--- config.mk ---
export PLATFORM = sky130hd
export DESIGN_NAME = ram_port_arbiter
export DESIGN_NICKNAME = d
export VERILOG_FILES = /design/src/rtl/ram_ctrl_pkg.sv /design/src/rtl/ram_rr_arbiter.sv /design/src/rtl/ram_port_arbiter.sv
export SDC_FILE = /design/constraint.sdc
export NUM_CORES = 1
export LEC_CHECK = 0
export CAP_MARGIN = 20
export CORE_UTILIZATION = 46
export CTS_CLUSTER_SIZE = 12
export DETAILED_ROUTE_END_ITERATION = 7
export PLACE_DENSITY = 0.88
export SYNTH_ARGS = -nofsm -noshare
export SYNTH_HDL_FRONTEND = slang
export SYNTH_SLANG_ARGS = --single-unit
--- constraint.sdc ---
create_clock -name clk -period 2.8 [get_ports clk]
set_clock_uncertainty 0.05 [all_clocks]
set_input_delay 0.56 -clock clk [delete_from_list [all_inputs] [get_ports clk]]
set_output_delay 0.56 -clock clk [all_outputs]
set_load 0.05 [all_outputs]
--- src/rtl/ram_ctrl_pkg.sv ---
// rtl/ram_ctrl_pkg.sv - shared widths, FSM states and port index type for the RAM port arbiter
package ram_ctrl_pkg;

  localparam int ADDR_W = 4;
  localparam int DATA_W = 8;
  localparam int CNT_W  = 4;

  typedef enum logic [1:0] {
    IDLE,
    ACCESS,
    DONE
  } state_t;

  typedef logic port_t;

  localparam port_t PORT0 = 1'b0;
  localparam port_t PORT1 = 1'b1;

endpackage

--- src/rtl/ram_rr_arbiter.sv ---
// rtl/ram_rr_arbiter.sv - two-way round-robin grant: a lone request wins, a tie goes to the port not granted last
module ram_rr_arbiter
  import ram_ctrl_pkg::*;
(
  input  logic [1:0] req_i,
  input  port_t      last_i,
  output logic [1:0] gnt_o
);

  always_comb begin
    gnt_o = req_i;
    if (req_i == 2'b11) begin
      gnt_o = (last_i == PORT1) ? 2'b01 : 2'b10;
    end
  end

endmodule

--- src/rtl/ram_port_arbiter.sv ---
// rtl/ram_port_arbiter.sv - shares one single-port RAM between an instruction port (0) and a data port (1)
module ram_port_arbiter
  import ram_ctrl_pkg::*;
#(
  parameter int ACCESS_CYCLES = 2
) (
  input  logic              clk,
  input  logic              rst_n,
  input  logic              req0,
  input  logic              req1,
  input  logic              we0,
  input  logic              we1,
  input  logic [ADDR_W-1:0] addr0,
  input  logic [ADDR_W-1:0] addr1,
  input  logic [DATA_W-1:0] wdata0,
  input  logic [DATA_W-1:0] wdata1,
  output logic              ack0,
  output logic              ack1,
  output logic [DATA_W-1:0] rdata0,
  output logic [DATA_W-1:0] rdata1,
  output logic [ADDR_W-1:0] ram_address,
  output logic              ram_write_enable,
  output logic              ram_read_enable,
  output logic [DATA_W-1:0] ram_wdata,
  output logic              ram_drive,
  input  logic [DATA_W-1:0] ram_rdata,
  output logic              busy
);

  localparam logic [CNT_W-1:0] CNT_LOAD = CNT_W'(ACCESS_CYCLES);

  state_t            state_q, state_d;
  logic [CNT_W-1:0]  cnt_q, cnt_d;
  port_t             port_q, port_d;
  port_t             last_q, last_d;
  logic              we_q, we_d;
  logic [ADDR_W-1:0] addr_q, addr_d;
  logic [DATA_W-1:0] wdata_q, wdata_d;
  logic [DATA_W-1:0] rdata0_q, rdata0_d;
  logic [DATA_W-1:0] rdata1_q, rdata1_d;
  logic [1:0]        gnt;
  logic              in_access;
  logic              in_done;

  ram_rr_arbiter u_rr (
    .req_i  ({req1, req0}),
    .last_i (last_q),
    .gnt_o  (gnt)
  );

  always_ff @(posedge clk or negedge rst_n) begin
    if (!rst_n) begin
      state_q  <= IDLE;
      cnt_q    <= '0;
      port_q   <= PORT0;
      last_q   <= PORT1;
      we_q     <= 1'b0;
      addr_q   <= '0;
      wdata_q  <= '0;
      rdata0_q <= '0;
      rdata1_q <= '0;
    end else begin
      state_q  <= state_d;
      cnt_q    <= cnt_d;
      port_q   <= port_d;
      last_q   <= last_d;
      we_q     <= we_d;
      addr_q   <= addr_d;
      wdata_q  <= wdata_d;
      rdata0_q <= rdata0_d;
      rdata1_q <= rdata1_d;
    end
  end

  always_comb begin
    state_d  = state_q;
    cnt_d    = cnt_q;
    port_d   = port_q;
    last_d   = last_q;
    we_d     = we_q;
    addr_d   = addr_q;
    wdata_d  = wdata_q;
    rdata0_d = rdata0_q;
    rdata1_d = rdata1_q;
    case (state_q)
      IDLE: begin
        if (|gnt) begin
          state_d = ACCESS;
          cnt_d   = CNT_LOAD;
          port_d  = gnt[1] ? PORT1 : PORT0;
          last_d  = gnt[1] ? PORT1 : PORT0;
          we_d    = gnt[1] ? we1 : we0;
          addr_d  = gnt[1] ? addr1 : addr0;
          wdata_d = gnt[1] ? wdata1 : wdata0;
        end
      end
      ACCESS: begin
        // Compare with <= so a zero count can never underflow.
        if (cnt_q <= CNT_W'(1)) begin
          state_d = DONE;
          if (!we_q) begin
            if (port_q == PORT1) rdata1_d = ram_rdata;
            else                 rdata0_d = ram_rdata;
          end
        end else begin
          cnt_d = cnt_q - CNT_W'(1);
        end
      end
      DONE:    state_d = IDLE;
      default: state_d = IDLE;
    endcase
  end

  // RAM-side outputs are gated by state so nothing leaks outside ACCESS.
  always_comb begin
    in_access        = (state_q == ACCESS);
    in_done          = (state_q == DONE);
    ram_address      = in_access ? addr_q : '0;
    ram_read_enable  = in_access && !we_q;
    ram_write_enable = in_access && we_q;
    ram_drive        = in_access && we_q;
    ram_wdata        = (in_access && we_q) ? wdata_q : '0;
    ack0             = in_done && (port_q == PORT0);
    ack1             = in_done && (port_q == PORT1);
    busy             = (state_q != IDLE);
    rdata0           = rdata0_q;
    rdata1           = rdata1_q;
  end

endmodule

==> results of run 1 <==
kinds of logic after synthesis:
kind of cell	Yosys count
AND/OR/NAND/NOR	31
multiplexers	31
buffers and inverters	13
adder cells (fa/ha/maj)	2
flip-flops	37
AO/OA/AOI/OAI	39
cells in the final DEF, fill, tap and decap left out, drive strengths merged, types with 3 or more instances in the layout:
cell type,synthesis,layout
o211ai,3,3
inv,3,3
mux2i,15,15
dfrtp,36,36
a21oi,28,28
nor2,5,5
and3,8,8
clkdlybuf4s50,0,56
and2,5,5
o21ai,4,4
clkbuf,5,7
buf,5,17
mux2,16,16
synthesized netlist by cell type, drive strengths merged:
cell	n	area (µm²)
a21bo	1	10.0
a21oi	28	140
a31oi	1	6.26
and2	5	31.3
and3	8	50.1
and3b	1	10.0
buf	5	36.3
clkbuf	5	18.8
dfrtp	36	901
dfstp	1	26.3
ha	2	25.0
inv	3	11.3
mux2	16	180
mux2i	15	150
nand3	1	5.00
nand3b	1	7.51
nand4b	2	23.8
nand4bb	1	11.3
nor2	5	21.3
nor2b	1	6.26
nor3b	2	26.3
nor4	1	6.26
o211ai	3	22.5
o21ai	4	20.0
o311ai	1	8.76
o31ai	1	7.51
or2	1	6.26
or2b	1	7.51
or4	1	7.51
metrics by stage:
step | worst slack [ns] | cells | util (%) | area, µm² | hold WS (ns)
after floorplan | 0.481 | 153 | - | 1780 | 0.214
after global placement | 0.605 | 264 | 71.8 | 2650 | 0.436
after detailed placement | 0.584 | 264 | 71.8 | 2650 | 0.443
after CTS | 0.258 | 272 | 74.6 | 2750 | 0.314
after global routing | 0.194 | 272 | 74.6 | 2750 | 0.347
final | 0.247 | 272 | 74.6 | 2750 | 0.301
critical path: stages, from the launching register on:
cell and delay [ns]:
dfrtp_1 0.52, nor3b_4 0.28, clkdlybuf4s50_1 0.85
flip-flops by register name, indices dropped and copies added, names as in the netlist:
register and cells:
addr_q 4, cnt_q 4, last_q 1, port_q 1, rdata0 8, rdata1 8, state_q 2, wdata_q 8
we_q 1
cell type report:
class	count	area [µm²]
Inverter	3	11.3
Clock buffer	7	96.3
Timing Repair Buffer	73	861
Tap cell	48	60.1
Fill cell	282	937
Sequential cell	37	927
Multi-Input combinational cell	103	791
Clock inverter	1	5.00
routing by layer:
layer | GRT usage [%] | routed length [µm]
met5 | 0 | 0
met4 | 12.5 | 87
met3 | 6.96 | 242
met2 | 37.5 | 2070
met1 | 25.7 | 1670
final timing paths:
kind                           start              end  slack, ns  cells past startpoint
min reg2reg                rdata1[5]        rdata1[5]       0.46                      1
max reg2reg                 cnt_q[0]        rdata0[4]       0.89                      5
min                            rst_n       state_q[1]       0.30                      1
max in group asynchronous      rst_n        addr_q[1]       1.90                      1
max                             we_q  ram_read_enable       0.25                      2
min in group clk           rdata1[5]        rdata1[5]       0.46                      1
==> results.cfg, run 1 <==
[final_layout]
final_nets = 263
antenna-diode-count = 0
area_growth_pct = 54.2
drive_gt1_share_pct = 21.9

[sta]
clock.fmax_mhz = 392
rsz0062_at_grt = no
min_period_ns = 2.55
setup_viol = 0
fin_crit_sh_pct = 91.2
maxSlewHeadroom_pct = 42.1
worst_slew_pin_slew_ns = 0.865
setup_tns_ns = 0
hold_violations = 0
final_max_slew_viol_count = 0

[global_route]
grtUsageTotal_pct = 22.6
grt_max_degree = 38
grt_remaining_overflow = 0
grt_pass1_vias = 1374
grt_antenna_before_repair = 0
grt_pass1_wl_um = 6780

[clock_tree]
clk_pin_slew_ns = 0.07
ctsHoldBuffers = 0
cts_tree = done
post_cts_buffers = 0
clock-sinks = 37
cts_made_buffers = 5
clk_latency_ns = 0.29
cts-resized-gates = 0
clk_path_buf_depth = 2
root_buffer = clkbuf_8
cts_max_level = 2

[critical_path]
crit_arrival_ns = 1.94
cp-start-kind = register
worstPathMaxFanout = 11
path_class = register to output pin
endpoint_kind = output pin
required_ns = 2.19

[detailed_routing]
drt_iter0_drc = 42
vias_per_cell = 5.23
wl_per_cell_um = 15.0
drt_wl_total_um = 4070
ant_nets = 0
dr_total_vias = 1422
drc_errors = 0
firstDrtPassIters = 4

[synthesis]
synth_cells = 153
synth_fa_ha_area_share_pct = 1.40
synth_top_family_by_area = multiplexers
ys_types = 35
yosys.area_share.simple_pct = 12.3
ys.warnings.count = 0
yosysSeqAreaShare_pct = 52.0
synth-xor-area-share_pct = 0
synth_area_um2 = 1780
synth-compound-area-share_pct = 12.1
syn_nets = 193
synth-seq-cells = 37
yosys-mux-area-fraction_pct = 18.5
syn_avg_cell_area_um2 = 11.7

[placement]
dp_hpwl_um = 2970
gp_congestion = 0.849
port_buffers = 71

[status]
outcome = finished, final reports clean

[floorplan]
num_io_pins = 72
coreArea_um2 = 3690
rows = 22
die_w_um = 64.3
start_util_pct = 48.4
die-area_um2 = 4130
die_h_um = 64.3

[min_path]
hold_path_class = input port to asynchronous set/reset pin

[flow_run]
maxCapViolCount = 0
Power of run 1 is left out: the tool's default activity adds up to more than one toggle a clock period on the data nets, which glitch-free logic cannot reach.
==> run 2, diff against run 1 <==
--- a/config.mk
+++ b/config.mk
@@ -7,9 +7,11 @@
 export LEC_CHECK = 0
 export CAP_MARGIN = 20
 export CORE_UTILIZATION = 46
+export CTS_BUF_LIST = sky130_fd_sc_hd__clkbuf_16
 export CTS_CLUSTER_SIZE = 12
 export DETAILED_ROUTE_END_ITERATION = 7
 export PLACE_DENSITY = 0.88
+export SLEW_MARGIN = 20
 export SYNTH_ARGS = -nofsm -noshare
 export SYNTH_HDL_FRONTEND = slang
 export SYNTH_SLANG_ARGS = --single-unit
==> results.cfg, run 2 (synthesis results as in run 1) <==
[status]
outcome = finished, final reports clean

[sta]
hold_violations = 0
min_period_ns = 2.54
maxSlewHeadroom_pct = 45.0
setup_tns_ns = 0
final_max_slew_viol_count = 0
worst_slew_pin_slew_ns = 0.822
clock.fmax_mhz = 394
fin_crit_sh_pct = 90.7
rsz0062_at_grt = no
setup_viol = 0

[clock_tree]
root_buffer = clkbuf_16
clk_latency_ns = 0.28
clk_path_buf_depth = 2
clock-sinks = 37
cts_max_level = 2
cts_made_buffers = 5
ctsHoldBuffers = 0
cts-resized-gates = 0
clk_pin_slew_ns = 0.05
cts_tree = done
post_cts_buffers = 0

[floorplan]
die_w_um = 64.3
start_util_pct = 48.4
coreArea_um2 = 3690
rows = 22
die-area_um2 = 4130
die_h_um = 64.3
num_io_pins = 72

[critical_path]
endpoint_kind = output pin
reg2reg_depth = 5
worstPathMaxFanout = 11
slowest_stage = clkdlybuf4s50_1
crit_chain = nor3b_4 > clkdlybuf4s50_1
required_ns = 2.19
reg2reg_slack_ns = 0.82
path_class = register to output pin
cp-start-kind = register
max_stage_delay_ns = 0.85
r2r_start = cnt_q[0]
crit_arrival_ns = 1.93
reg2reg_to = rdata0[4]

[final_layout]
layout_commonest_cell = clkdlybuf4s50_1
multi_input_area_um2 = 791
register_area_um2 = 927
postLayoutCellArea_um2 = 2790
nFillCells = 268
final_nets = 263
area_growth_pct = 56.2
drive_gt1_share_pct = 21.0
mostFrequentLayoutCells = clkdlybuf4s50_1, dfrtp_1, a21oi_1
antenna-diode-count = 0

[detailed_routing]
vias_per_cell = 5.33
wl_per_cell_um = 15.7
drc_errors = 0
firstDrtPassIters = 4
drt_iter0_drc = 60
drt_wl_total_um = 4260
dr_total_vias = 1450
ant_nets = 0

[min_path]
hold_path_class = input port to asynchronous set/reset pin

[global_route]
grt_max_degree = 38
grt_pass1_wl_um = 6950
grt_antenna_before_repair = 0
grtUsageTotal_pct = 23.3
grt_remaining_overflow = 0
grt_pass1_vias = 1411

[placement]
dp_hpwl_um = 2970
gp_congestion = 0.849
place_area_um2 = 2650
port_buffers = 71

[flow_run]
maxCapViolCount = 0
[run 2: routing by layer]
layer	wire length [µm]	track usage [%]	part of all wire, %	vias up
met5	0	0	0	-
met3	215	7.86	5.0	5
li1	-	-	-	696
met2	2180	38.4	51	50
met1	1810	27.4	42	699
met4	61	10.0	1.4	0
[run 2: cell type report]
type	instances	share of cell area [%]
clock inverters	3	0.449
repair buffers	73	30.9
multi-input cells	103	28.4
clock buffers	5	4.49
flip-flops and latches	37	33.3
well taps	48	2.15
inverters	3	0.404
[run 2: per-stage QoR]
step,utilization [%],instances,hold WS (ns),setup slack [ns]
after detailed placement,71.8,264,0.443,0.584
after global routing,75.6,272,0.367,0.202
after global placement,71.8,264,0.436,0.605
after floorplan,-,153,0.214,0.481
after CTS,75.6,272,0.338,0.271
final,75.6,272,0.322,0.260
[run 2: worst max-delay path by stage]
stage / start / cells past startpoint / endpoint
3_3_place_gp: we_q / 2 / ram_read_enable
2_1_floorplan: state_q[1] / 4 / ram_write_enable
4_1_cts: we_q / 2 / ram_read_enable
5_1_grt: we_q / 2 / ram_read_enable
3_5_place_dp: we_q / 2 / ram_read_enable
6_report: we_q / 2 / ram_read_enable
[run 2: worst max-delay path, delay by kind of cell, from the launching register on]
kind / cells / cell delay [ns]
and+or+nand+nor: 1 / 0.29
DFF: 1 / 0.51
buffers and inverters: 1 / 0.85
Power of run 2 is left out for the same reason.
